$ cat src/rtl/prim_ram_2p_fifo_ptr.sv
// -----------------------------------------------------------------------------
// prim_ram_2p_fifo_ptr
// Wrapping RAM address pointer for the FIFO controller: counts 0..Depth-1 and
// wraps back to 0, so Depth need not be a power of two.
//
// Ports:
//   clk_i   clock
//   rst_ni  asynchronous reset, active low (pointer -> 0)
//   clr_i   synchronous clear (pointer -> 0), wins over inc_i
//   inc_i   advance the pointer by one entry
//   ptr_o   current pointer value
// -----------------------------------------------------------------------------
module prim_ram_2p_fifo_ptr #(
   parameter int unsigned Depth = 16,
   localparam int unsigned Aw   = $clog2(Depth)
) (
   input  logic          clk_i,
   input  logic          rst_ni,
   input  logic          clr_i,
   input  logic          inc_i,
   output logic [Aw-1:0] ptr_o
);

   logic [Aw-1:0] ptr_q, ptr_d;

   // Next pointer: clear, else wrap at Depth-1, else increment.
   always_comb begin
      ptr_d = ptr_q;
      if (clr_i) begin
         ptr_d = '0;
      end else if (inc_i) begin
         ptr_d = (ptr_q == Aw'(Depth - 1)) ? '0 : ptr_q + Aw'(1);
      end
   end

   always_ff @(posedge clk_i or negedge rst_ni) begin
      if (!rst_ni) begin
         ptr_q <= '0;
      end else begin
         ptr_q <= ptr_d;
      end
   end

   assign ptr_o = ptr_q;

endmodule

$ cat src/rtl/prim_ram_2p_fifo.sv
// -----------------------------------------------------------------------------
// prim_ram_2p_fifo
// FIFO controller driving an external 2-port RAM (port A write-only push side,
// port B read-only head prefetch). A one-entry output stage hides the RAM's
// 1-cycle read latency, giving full push+pop throughput and Depth+1 capacity.
//
// Ports:
//   clk_i, rst_ni             clock, asynchronous active-low reset
//   clr_i                     synchronous flush
//   wvalid_i/wready_o/wdata_i push handshake and data
//   rvalid_o/rready_i/rdata_o pop handshake and head data
//   depth_o                   total occupancy (RAM + output stage)
//   ram_a_*                   RAM port A (writes)
//   ram_b_*                   RAM port B (reads), ram_b_rdata_i valid 1 cycle
//                             after ram_b_req_o
// -----------------------------------------------------------------------------
module prim_ram_2p_fifo #(
   parameter int unsigned Width = 32,
   parameter int unsigned Depth = 16,
   localparam int unsigned Aw   = $clog2(Depth),
   localparam int unsigned Dw   = $clog2(Depth + 2)
) (
   input  logic             clk_i,
   input  logic             rst_ni,
   input  logic             clr_i,
   input  logic             wvalid_i,
   output logic             wready_o,
   input  logic [Width-1:0] wdata_i,
   output logic             rvalid_o,
   input  logic             rready_i,
   output logic [Width-1:0] rdata_o,
   output logic [Dw-1:0]    depth_o,
   output logic             ram_a_req_o,
   output logic             ram_a_write_o,
   output logic [Aw-1:0]    ram_a_addr_o,
   output logic [Width-1:0] ram_a_wdata_o,
   output logic [Width-1:0] ram_a_wmask_o,
   output logic             ram_b_req_o,
   output logic             ram_b_write_o,
   output logic [Aw-1:0]    ram_b_addr_o,
   output logic [Width-1:0] ram_b_wdata_o,
   output logic [Width-1:0] ram_b_wmask_o,
   input  logic [Width-1:0] ram_b_rdata_i
);

   logic             push, pop, fetch, head_valid;
   logic [Aw-1:0]    wptr, rptr;
   logic [Dw-1:0]    ram_cnt_q, ram_cnt_d;
   logic             fetch_pend_q, fetch_pend_d;
   logic             out_valid_q, out_valid_d;
   logic [Width-1:0] out_q, out_d;

   // Handshakes: the head is either in flight from the RAM or held in out_q.
   assign head_valid = fetch_pend_q | out_valid_q;
   assign wready_o   = (ram_cnt_q != Dw'(Depth)) && !clr_i;
   assign push       = wvalid_i && wready_o;
   assign rvalid_o   = head_valid;
   assign rdata_o    = fetch_pend_q ? ram_b_rdata_i : out_q;
   assign pop        = head_valid && rready_i;
   // Refill the head slot whenever it is empty or being vacated this cycle.
   assign fetch      = (ram_cnt_q != '0) && (!head_valid || pop) && !clr_i;
   assign depth_o    = ram_cnt_q + Dw'(head_valid);

   // RAM port A: push side.
   assign ram_a_req_o   = push;
   assign ram_a_write_o = 1'b1;
   assign ram_a_addr_o  = wptr;
   assign ram_a_wdata_o = wdata_i;
   assign ram_a_wmask_o = '1;

   // RAM port B: head prefetch, never writes.
   assign ram_b_req_o   = fetch;
   assign ram_b_write_o = 1'b0;
   assign ram_b_addr_o  = rptr;
   assign ram_b_wdata_o = '0;
   assign ram_b_wmask_o = '0;

   prim_ram_2p_fifo_ptr #(.Depth(Depth)) u_wptr (
      .clk_i  (clk_i),
      .rst_ni (rst_ni),
      .clr_i  (clr_i),
      .inc_i  (push),
      .ptr_o  (wptr)
   );

   prim_ram_2p_fifo_ptr #(.Depth(Depth)) u_rptr (
      .clk_i  (clk_i),
      .rst_ni (rst_ni),
      .clr_i  (clr_i),
      .inc_i  (fetch),
      .ptr_o  (rptr)
   );

   // RAM occupancy: entries written but not yet fetched.
   always_comb begin
      ram_cnt_d = ram_cnt_q;
      if (clr_i) begin
         ram_cnt_d = '0;
      end else if (push && !fetch) begin
         ram_cnt_d = ram_cnt_q + Dw'(1);
      end else if (fetch && !push) begin
         ram_cnt_d = ram_cnt_q - Dw'(1);
      end
   end

   // Output stage: capture RAM data only if the in-flight head was not popped.
   always_comb begin
      fetch_pend_d = fetch_pend_q;
      out_valid_d  = out_valid_q;
      out_d        = out_q;
      if (clr_i) begin
         fetch_pend_d = 1'b0;
         out_valid_d  = 1'b0;
         out_d        = '0;
      end else if (fetch) begin
         fetch_pend_d = 1'b1;
         out_valid_d  = 1'b0;
      end else if (fetch_pend_q && !pop) begin
         out_d        = ram_b_rdata_i;
         out_valid_d  = 1'b1;
         fetch_pend_d = 1'b0;
      end else if (pop) begin
         out_valid_d  = 1'b0;
         fetch_pend_d = 1'b0;
      end
   end

   always_ff @(posedge clk_i or negedge rst_ni) begin
      if (!rst_ni) begin
         ram_cnt_q    <= '0;
         fetch_pend_q <= 1'b0;
         out_valid_q  <= 1'b0;
         out_q        <= '0;
      end else begin
         ram_cnt_q    <= ram_cnt_d;
         fetch_pend_q <= fetch_pend_d;
         out_valid_q  <= out_valid_d;
         out_q        <= out_d;
      end
   end

endmodule
$ cat config.mk
export PLATFORM = sky130hd
export DESIGN_NAME = prim_ram_2p_fifo
export DESIGN_NICKNAME = d
export VERILOG_FILES = /design/src/rtl/prim_ram_2p_fifo_ptr.sv /design/src/rtl/prim_ram_2p_fifo.sv
export SDC_FILE = /design/constraint.sdc
export NUM_CORES = 1
export LEC_CHECK = 0
export BUFFER_PORTS_ARGS = -buffer_cell sky130_fd_sc_hd__buf_4
export CAP_MARGIN = 20
export CORE_AREA = 2 2 97 99
export CTS_CLUSTER_DIAMETER = 150
export DETAILED_ROUTE_END_ITERATION = 8
export DIE_AREA = 0 0 99 101
export GPL_TIMING_DRIVEN = 0
export HOLD_SLACK_MARGIN = 0.05
export PLACE_DENSITY_LB_ADDON = 0.3
export SLEW_MARGIN = 20
export SYNTH_ARGS = -nofsm -noshare
export SYNTH_HDL_FRONTEND = slang
export SYNTH_SLANG_ARGS = --single-unit
$ cat constraint.sdc
create_clock -name clk_i -period 3.4 [get_ports clk_i]
set_input_delay 0.68 -clock clk_i [delete_from_list [all_inputs] [get_ports clk_i]]
set_output_delay 0.68 -clock clk_i [all_outputs]
set_load 0.01 [all_outputs]
==> flow_results.org <==
** Worst setup path
- Data required time at the worst endpoint :: 3630 ps
- Data on the critical path arrives at its endpoint at 3480 ps.
- In this design, the stage delay of the slowest critical-path cell is 600 ps.
- Counting stages on the worst path, the most repeated cell is sky130_fd_sc_hd__a21o_1.
- Category of the critical setup timing path :: register to register
- Category of the worst setup path launch point :: register
- Start point of the critical path :: ram_cnt_q[1]$_DFFE_PN0P_
- Worst r2r src :: ram_cnt_q[1]$_DFFE_PN0P_
- Worst-path cell with the longest stage delay :: sky130_fd_sc_hd__or4_4
- List of cells traversed by the critical path :: or4_4 > o22ai_4 > nand2_2 > fa_1 > a21o_1 > a21o_1 > or3_1 > a211o_1 > nand3_1
- Endpoint type of the worst setup path :: register
- Of all nets on the critical path, the largest fanout is 9.

** Synth
- Fraction of synthesis flops using an asynchronous set or reset pin :: 100%
- The synthesized netlist contains 38 unique library cells.
- Syn avg cell area :: 10.3 um^2
- The synthesized netlist occupies a cell area of 3460 um^2.
- Post-Syn Instances :: 337
- Count of yosys warnings during synthesis :: 0
- In the synthesized netlist the dominant register cell turns out to be sky130_fd_sc_hd__dfrtp_1.
- Sequential-to-total area share from yosys stat :: 34.0%
- Number of synthesized register bits :: 47
- In this run, synthesis inferred 0 flip-flops with an integrated enable.

** Layout
- Area of the multi-input gates :: 1600 um^2
- FILL cells :: 826
- Share of cells above drive strength 1 :: 53.7%
- Area taken by flip-flops and latches :: 1180 um^2
- Antenna Cells :: 0
- For this run, the share of the core covered by cells in the final layout is 54.9%.
- The finished cells cover 4930 um^2.
- After the last flow step, the layout net total stands at 634.
- Number of non-filler instances in the completed layout :: 668
- The area growth from synthesis to layout is 42.5%.

** Timing
- Hold is met by 379 ps.
- Setup violations remaining at the end of the flow were counted as 0.
- Based on the critical path, the design can be clocked at up to 0.308 GHz.
- TNS Setup :: 0 ps
- Worst Max-Slew Pin Slew :: 653 ps
- Final Hold Viols :: 0
- Setup repair after global routing left no endpoint under its margin.
- On the final layout, the worst clock skew is 6.16 ps.
- Final worst-path cycle share :: 95.5%
- The max-slew violation total from the final report came to 0.
- Headroom to the max-slew limit :: 56.4%
- Period minus WS final :: 3250 ps

** Power
- For this design the static power due to leakage is 2.77 nW.
- Cell area power density :: 493 nW/um^2
- Highest ir drop seen on vdd :: 0.000187 V

** Floorplanning
- Die Y :: 101 um
- Core region area :: 8980 um^2
- Once the floorplan was initialized, standard cells occupied 38.5% of the core.
- Row cnt :: 35
- The die covers 10000 um^2.
- Number of top-level pins :: 248
- Die Span X :: 99 um

** Clocking
- CTS Sinks :: 47
- Buffers inserted to repair hold after CTS numbered 0.
- Number of buffers added by the clock tree synthesis step :: 5
- Maximum buffer depth of the clock tree :: 2
- At the later pin of the worst-skew pair, clock insertion delay measures 300 ps.
- Clock tree from TritonCTS :: yes
- In this run, post-CTS repair resized a total of 0 instances.
- Post-CTS clock slew at the launch and capture registers of the worst setup and hold paths :: 90 ps
- Setup bufs post-CTS :: 0
- The H-tree was split into 2 levels.
- Clock tree synthesis selected as its root buffer the cell sky130_fd_sc_hd__clkbuf_8.

** GRT
- First-pass GRT wire length :: 12.5 mm
- Entering global routing, the biggest net connects 48 pins.
- Combined global-route utilization of all metal layers :: 15.1%
- Overall overflow remaining after global route :: 0
- The via count of the first global-routing pass was 2665.
- Number of antenna violations at the first check in global routing :: 0

** Detailed routing
- Remaining DRCs :: 0
- Once detail routing completed, the nets flagged for antenna violations numbered 0.
- The final route contains 2776 vias.
- Detailed-routing iteration count for the pre-antenna-repair pass :: 4
- Total routed wirelength :: 8.04 mm
- In the final routed layout, each cell accounts on average for 12.0 um.
- After detailed routing, the number of vias per cell comes to 4.16.
- The detailed router finished its first iteration with 60 violations.

** Place
- HPWL reported at the end of detailed placement :: 6.30 mm
- In this run the cell area measured after placement is 4830 um^2.
- The congestion estimate from routability-driven global placement came to 0.773.
- Total instance count after detailed placement :: 660
- The count of buffers added on input and output ports is 116.

** Worst hold path
- The tightest min-delay check is of the primary input to asynchronous set/reset pin type.

** Job
- Max-Cap Viols :: 0

** Status
- The run finished with clean final reports.
==> worst paths after layout <==
kind | end | slack, ps | cells past startpoint
min | ram_cnt_q[1]$_DFFE_PN0P_ | 380 | 1
max in group asynchronous | out_q[10]$_DFFE_PN0P_ | 2600 | 1
min reg2reg | out_q[21]$_DFFE_PN0P_ | 510 | 1
max reg2reg | ram_cnt_q[4]$_DFFE_PN0P_ | 150 | 9
max | ram_cnt_q[4]$_DFFE_PN0P_ | 150 | 9
min in group clk_i | out_q[21]$_DFFE_PN0P_ | 510 | 1
==> worst max-delay path, delay by kind of cell (launching register included) <==
kind	cells	cell delay [ps]
adders and majority gates	1	440
DFF	1	490
and+or+nand+nor	4	1240
AOI/OAI and AO/OA	4	1010
==> per-stage QoR <==
stage,power [W],setup slack (ps)
final,0.00243,153
after global routing,0.00260,29.2
after CTS,0.00245,151
after detailed placement,0.00208,180
after global placement,0.00205,303
after floorplan,0.00161,473
==> per-layer routing <==
metal	global-route usage (%)	share of wire, %
met1	18.5	39
met2	26.9	51
met3	3.74	9.1
met4	2.95	0.71
met5	0	0
==> flip-flops by register name, indices dropped and copies added (netlist names) <==
register and flops:
fetch_pend_q 1, out_q 32, out_valid_q 1, u_rptr.ptr_o 4, u_wptr.ptr_o 4, ram_cnt_q 5
==> final cells by class <==
cell class              count  area share, %
plain buffers             144           21.1
flip-flops and latches     47           23.9
clock buffers               6           1.68
well taps                 111           2.82
multi-input cells         240           32.4
clock inverters             2          0.330
repair buffers            116           17.7
inverters                   2          0.152
==> logic make-up (layout without fill, tap and decap cells) <==
| group | after synthesis | count (layout) | synth area share (%) |
|---|---|---|---|
| xor gates and xnor gates | 7 | 7 | 1.77 |
| buffers and inverters | 146 | 270 | 30.2 |
| DFF | 47 | 47 | 34.0 |
| muxes | 34 | 34 | 11.2 |
| AOI/OAI and AO/OA | 57 | 57 | 13.7 |
| and+or+nand+nor | 35 | 35 | 5.43 |
| adders and majority gates | 9 | 9 | 3.47 |
| other | 2 | 98 | 0.217 |
==> cells in the final DEF (no fill, tap or decap), types with 2 or more instances in the layout <==
master and count:
sky130_fd_sc_hd__nand2b_1 2, sky130_fd_sc_hd__or3_1 2, sky130_fd_sc_hd__xor2_1 5, sky130_fd_sc_hd__a31oi_1 2, sky130_fd_sc_hd__buf_4 246, sky130_fd_sc_hd__clkbuf_8 6, sky130_fd_sc_hd__o21ai_0 3, sky130_fd_sc_hd__dfrtp_1 47
sky130_fd_sc_hd__nand2_1 10, sky130_fd_sc_hd__ha_1 8, sky130_fd_sc_hd__a21oi_1 7, sky130_fd_sc_hd__inv_1 2, sky130_fd_sc_hd__a22o_1 36, sky130_fd_sc_hd__nor2_1 6, sky130_fd_sc_hd__xnor2_1 2, sky130_fd_sc_hd__nand3_1 6
sky130_fd_sc_hd__mux2_2 33, sky130_fd_sc_hd__clkbuf_1 12, sky130_fd_sc_hd__conb_1 98, sky130_fd_sc_hd__a21o_1 3
==> synth_stat cells, drive strengths merged, types with 3 or more instances <==
library cell | n | area, um^2
clkbuf | 12 | 45.0
nand2 | 11 | 43.8
buf | 132 | 992
ha | 8 | 100
a21o | 3 | 22.5
xor2 | 5 | 43.8
dfrtp | 47 | 1180
nor2 | 7 | 28.8
nand2b | 3 | 21.3
o21ai | 3 | 15.0
a22o | 36 | 315
nand3 | 6 | 30.0
a21oi | 9 | 60.1
mux2 | 34 | 387
==> power by group <==
group | switching (W) | internal, W | total (W) | leakage, nW
sequential | 0.0000937 | 0.000646 | 0.000739 | 0.640
clock | 0.000198 | 0.000166 | 0.000364 | 0.0474
combinational | 0.000619 | 0.000705 | 0.00132 | 2.08
total | 0.000910 | 0.00152 | 0.00243 | 2.77
No activity file was read; power rests on OpenSTA's default activity.
